### src/rtl/core_pkg.sv
// Shared core definitions: pipeline-control FSM state encoding and the
// default refill depth used by pipe_ctrl.
package core_pkg;

  typedef enum logic [1:0] {
    FILL   = 2'd0,
    RUN    = 2'd1,
    REFILL = 2'd2
  } pipe_state_t;

  localparam int unsigned REFILL_CYCLES_DEF = 2;

endpackage

### src/rtl/sat_cnt16.sv
// 16-bit event counter that increments on 'inc' and sticks at 16'hFFFF.
module sat_cnt16 (
  input  logic        clk,
  input  logic        rst_n,
  input  logic        inc,
  output logic [15:0] count
);

  always_ff @(posedge clk or negedge rst_n) begin
    if (!rst_n) begin
      count <= '0;
    end else if (inc && (count != 16'hFFFF)) begin
      count <= count + 16'd1;
    end
  end

endmodule

### src/rtl/pipe_ctrl.sv
// Pipeline sequencing controller: stage enables, valid bits, fill/refill FSM.
// Optional PIPE_CTRL_PERF_EN adds saturating flush/bubble event counters.
module pipe_ctrl
  import core_pkg::*;
#(
  parameter int unsigned REFILL_CYCLES = REFILL_CYCLES_DEF
) (
  input  logic        i_clk,
  input  logic        i_rst_n,
  input  logic        i_id_flush,
  input  logic        i_ex_flush,
  input  logic        i_bubble,
  input  logic        i_mem_wait,
  output logic        o_pc_en,
  output logic        o_ifid_en,
  output logic        o_idex_en,
  output logic        o_exwb_en,
  output logic        o_id_vld,
  output logic        o_ex_vld,
  output logic        o_wb_vld,
`ifdef PIPE_CTRL_PERF_EN
  output logic [15:0] o_flush_cnt,
  output logic [15:0] o_bubble_cnt,
`endif
  output logic        o_refill
);

  localparam logic [1:0] CNT_INIT   = 2'(REFILL_CYCLES);
  // The flush cycle itself counts as the first refill cycle.
  localparam logic [1:0] CNT_RELOAD = 2'(REFILL_CYCLES - 1);

  pipe_state_t state, state_nxt;
  logic [1:0]  cnt, cnt_nxt;
  logic        pend_id, pend_ex;
  logic        id_vld, ex_vld, wb_vld;
  logic        id_fl, ex_fl, fetch_ok;

  assign id_fl    = i_id_flush | pend_id;
  assign ex_fl    = i_ex_flush | pend_ex;
  assign fetch_ok = (state == RUN) | (cnt == 2'd1);

  assign o_id_vld = id_vld;
  assign o_ex_vld = ex_vld;
  assign o_wb_vld = wb_vld;

  always_comb begin
    o_pc_en   = 1'b0;
    o_ifid_en = 1'b0;
    o_idex_en = 1'b0;
    o_exwb_en = 1'b0;
    if (!i_mem_wait) begin
      o_pc_en   = ~i_bubble;
      o_ifid_en = ~i_bubble;
      o_idex_en = 1'b1;
      o_exwb_en = 1'b1;
    end
  end

  always_ff @(posedge i_clk or negedge i_rst_n) begin
    if (!i_rst_n) begin
      state <= FILL;
      cnt   <= CNT_INIT;
    end else begin
      state <= state_nxt;
      cnt   <= cnt_nxt;
    end
  end

  always_comb begin
    state_nxt = state;
    cnt_nxt   = cnt;
    o_refill  = (state != RUN);
    if (!i_mem_wait) begin
      if (id_fl) begin
        // A one-cycle refill depth is fully covered by the flush cycle.
        if (CNT_RELOAD == 2'd0) begin
          state_nxt = RUN;
        end else begin
          cnt_nxt = CNT_RELOAD;
          if (state == RUN) begin
            state_nxt = REFILL;
          end
        end
      end else if (state != RUN) begin
        if (cnt == 2'd1) begin
          state_nxt = RUN;
        end else begin
          cnt_nxt = cnt - 2'd1;
        end
      end
    end
  end

  // Flushes seen while frozen are parked and replayed on the first free cycle.
  always_ff @(posedge i_clk or negedge i_rst_n) begin
    if (!i_rst_n) begin
      id_vld  <= 1'b0;
      ex_vld  <= 1'b0;
      wb_vld  <= 1'b0;
      pend_id <= 1'b0;
      pend_ex <= 1'b0;
    end else if (i_mem_wait) begin
      pend_id <= pend_id | i_id_flush;
      pend_ex <= pend_ex | i_ex_flush;
    end else begin
      wb_vld  <= ex_vld;
      ex_vld  <= id_vld & ~ex_fl & ~i_bubble;
      if (id_fl) begin
        id_vld <= 1'b0;
      end else if (!i_bubble) begin
        id_vld <= fetch_ok;
      end
      pend_id <= 1'b0;
      pend_ex <= 1'b0;
    end
  end

`ifdef PIPE_CTRL_PERF_EN
  sat_cnt16 u_flush_cnt (
    .clk   (i_clk),
    .rst_n (i_rst_n),
    .inc   (~i_mem_wait & (id_fl | ex_fl)),
    .count (o_flush_cnt)
  );

  sat_cnt16 u_bubble_cnt (
    .clk   (i_clk),
    .rst_n (i_rst_n),
    .inc   (~i_mem_wait & i_bubble & ~id_fl),
    .count (o_bubble_cnt)
  );
`endif

endmodule

### config.mk
export PLATFORM = sky130hd
export DESIGN_NAME = pipe_ctrl
export DESIGN_NICKNAME = d
export VERILOG_FILES = /design/src/rtl/core_pkg.sv /design/src/rtl/sat_cnt16.sv /design/src/rtl/pipe_ctrl.sv
export SDC_FILE = /design/constraint.sdc
export NUM_CORES = 1
export LEC_CHECK = 0
export CAP_MARGIN = 20
export CORE_AREA = 2 2 39 41
export CTS_BUF_LIST = sky130_fd_sc_hd__clkbuf_4 sky130_fd_sc_hd__clkbuf_8 sky130_fd_sc_hd__clkbuf_16
export CTS_CLUSTER_DIAMETER = 40
export CTS_CLUSTER_SIZE = 40
export DETAILED_ROUTE_END_ITERATION = 10
export DIE_AREA = 0 0 41 43
export HOLD_SLACK_MARGIN = 0.1
export PLACE_DENSITY = 0.68
export SLEW_MARGIN = 25
export SYNTH_ARGS = -nofsm -noshare
export SYNTH_HDL_FRONTEND = slang
export SYNTH_SLANG_ARGS = --single-unit
### constraint.sdc
create_clock -name i_clk -period 1.3 [get_ports i_clk]
set_input_delay 0.39 -clock i_clk [delete_from_list [all_inputs] [get_ports i_clk]]
set_output_delay 0.39 -clock i_clk [all_outputs]
set_load 0.005 [all_outputs]
==> flow_summary.ini <==
[sta]
finalCritPeriodShare = 1.03
min_period_ps = 1340
maxSlewViolCount = 0
hold_ws_ps = 416
rsz0062_at_grt = yes
setup_ws_ps = -40.0
hold_violations = 0
skew_ps = 5.63
fmax_mhz = 746
setup_viol = 1
fin_setup_tns_ps = -40.0
max-slew-margin-rel = 0.724
worst_pin_slew_ps = 412

[global_route]
grt_max_degree = 10
grt_pass1_wl_um = 1590
grt_pass1_vias = 379
antenna_found_initial = 0
gr-usage-all-layers = 0.147
gr-total-overflow = 0

[floorplan]
io_pins = 14
die_w_um = 41
core_area_um2 = 1380
rows = 14
fp.dieArea_um2 = 1760
die_h_um = 43
initial_core_util = 0.321

[routing]
dr_total_vias = 398
drt-total-wl_um = 976
ant_nets = 0
wl_met2_um = 469
drc = 0
post_drt_wl_per_cell_um = 11.3
drtIter0Drc = 3
wl_met1_um = 428
top_layer = met4
viasPerCell = 4.63
route.met3.wl_um = 67
drt-pass1-iter-count = 4

[hold_path]
hold_class = in2async

[setup_path]
startpoint = state[1]
worst-endpoint-required_ps = 910
worstReg2RegStart = cnt[1]
critPathKind = reg2out
cp-start-kind = flop
cp.arrival_ps = 950
crit_fanout = 2
worstSetupEndpointType = primary output

[yosys]
yosys_register_bits = 9
synth_area_um2 = 444
synth_top_area_share = 0.451
avgSynthCellArea_um2 = 10.3
synth_area_leaders = dfrtp_1, dfstp_2, o21ai_0, nor2_1, a21oi_1
yosysUniqueCellTypes = 20
synth_xor_area_frac = 0
async_flop_share = 1.00
synth_flop_cell = dfrtp_1
synth_cells = 43
synth_seq_area_share = 0.510
syn-num-nets = 50
synthAdderAreaFrac = 0.0282
synth-compound-area-share = 0.163
synthMuxAreaShare = 0.0479
synth_edf_count = 0
synth_area_leader_cell = dfrtp_1
synth_top_family_by_area = compound AO/OA/AOI/OAI gates
ys.warnings.count = 0
yosys.area_share.simple = 0.149

[cts]
clk_path_buf_depth = 2
cts.hold.buffers_added = 0
tritoncts = yes
cts_sinks = 9
clk_pin_slew_ps = 60
worstSkewPairLatency_ps = 270
h-tree-depth = 1
root_buffer = clkbuf_4
cts_buffers = 3

[status]
violations = negative setup slack
status = finished with violations

[power]
leakagePower_uw = 0.000341
pwr_density_cell_nw_per_um2 = 1210
ir_drop_uv = 631

[placed_design]
numPlacedInstances = 78
port_buffers = 13
pre_cts_slack_ps = -636
placed_area_um2 = 636
finalWeightedCongestion = 0.697
hpwl_um = 716

[cells_and_area]
finalInstanceArea_um2 = 683
syn_to_final_growth_pct = 53.8
fill_cells = 136
drive_gt1_frac = 0.486
final_cells = 86
diodes = 0
fin_nets = 78

[flow_run]
max-cap-violations = 0
==> stage by stage <==
stage               total power, uW   util
finish                          824  0.494
global route                    878  0.494
CTS                             815  0.486
detailed placement              560  0.459
global placement                555  0.459
floorplan                       420      -
==> layout by cell type, fill, tap and decap left out, drive strengths merged <==
master,netlist,final
o21ai,5,5
dlymetal6s2s,0,1
mux2,1,1
nor2,6,6
inv,5,5
buf,3,18
clkdlybuf4s50,0,2
dfrtp,8,8
clkdlybuf4s15,0,3
nor4,1,1
dfstp,1,1
nand2,1,1
a22o,1,1
o22ai,1,1
a22oi,1,1
a21oi,4,4
nand3,1,1
mux2i,1,1
ha,1,1
or2,1,1
nor2b,1,1
clkbuf,0,6
==> power breakdown <==
part           internal, uW  switching [uW]
sequential              308            19.0
clock                   140             106
combinational           152             100
==> worst paths after layout <==
| path | endpoint | slack [ps] | cells past startpoint |
|---|---|---|---|
| setup / recovery | o_refill | -40 | 3 |
| hold / removal | pend_id | 420 | 1 |
| setup reg to reg | o_id_vld | 50 | 5 |
| hold reg to reg | pend_ex | 470 | 2 |
| max in group asynchronous | cnt[1] | 560 | 1 |
| min in group i_clk | pend_id | 420 | 3 |
==> Yosys cell counts (all sizes together), types with 3 or more instances <==
library cell,number
buf,3
a21oi,4
inv,5
dfrtp,8
o21ai,5
nor2,6
==> cell type report <==
cell class              count  area, um^2  share of cell area
flip-flops and latches      9         226               0.332
inverters                   5        18.8              0.0275
multi-input cells          26         186               0.273
repair buffers             26         201               0.295
clock buffers               4        30.0              0.0440
well taps                  16        20.0              0.0293
==> cells by family after synthesis <==
group,count (synthesis)
AO/OA/AOI/OAI,12
AND/OR/NAND/NOR,11
flip-flops,9
buffers and inverters,8
multiplexers,2
adder cells (fa/ha/maj),1
==> timing repair <==
item / 4_1_cts / 5_1_grt
pin swaps: 3 / 4
gates resized for setup: 31 / 9
buffers inserted: 3 / 1
endpoints found under the setup margin: 12 / 10
==> flip-flops by register name, indices dropped and copies added (netlist names) <==
register / cells
cnt: 2
o_ex_vld: 1
o_id_vld: 1
o_wb_vld: 1
pend_ex: 1
pend_id: 1
state: 2
==> worst max-delay path, cell delays in order (launching register included) <==
cell and delay, ps:
dfrtp_1 410, nor2b_4 130, inv_2 40, buf_6 100
==> per-layer routing <==
metal / up-vias / global-route usage
li1: 197 / -
met1: 188 / 0.157
met2: 11 / 0.213
met3: 2 / 0.0785
met4: 0 / 0.100
met5: - / 0
Power figures use the tool's default switching activity.
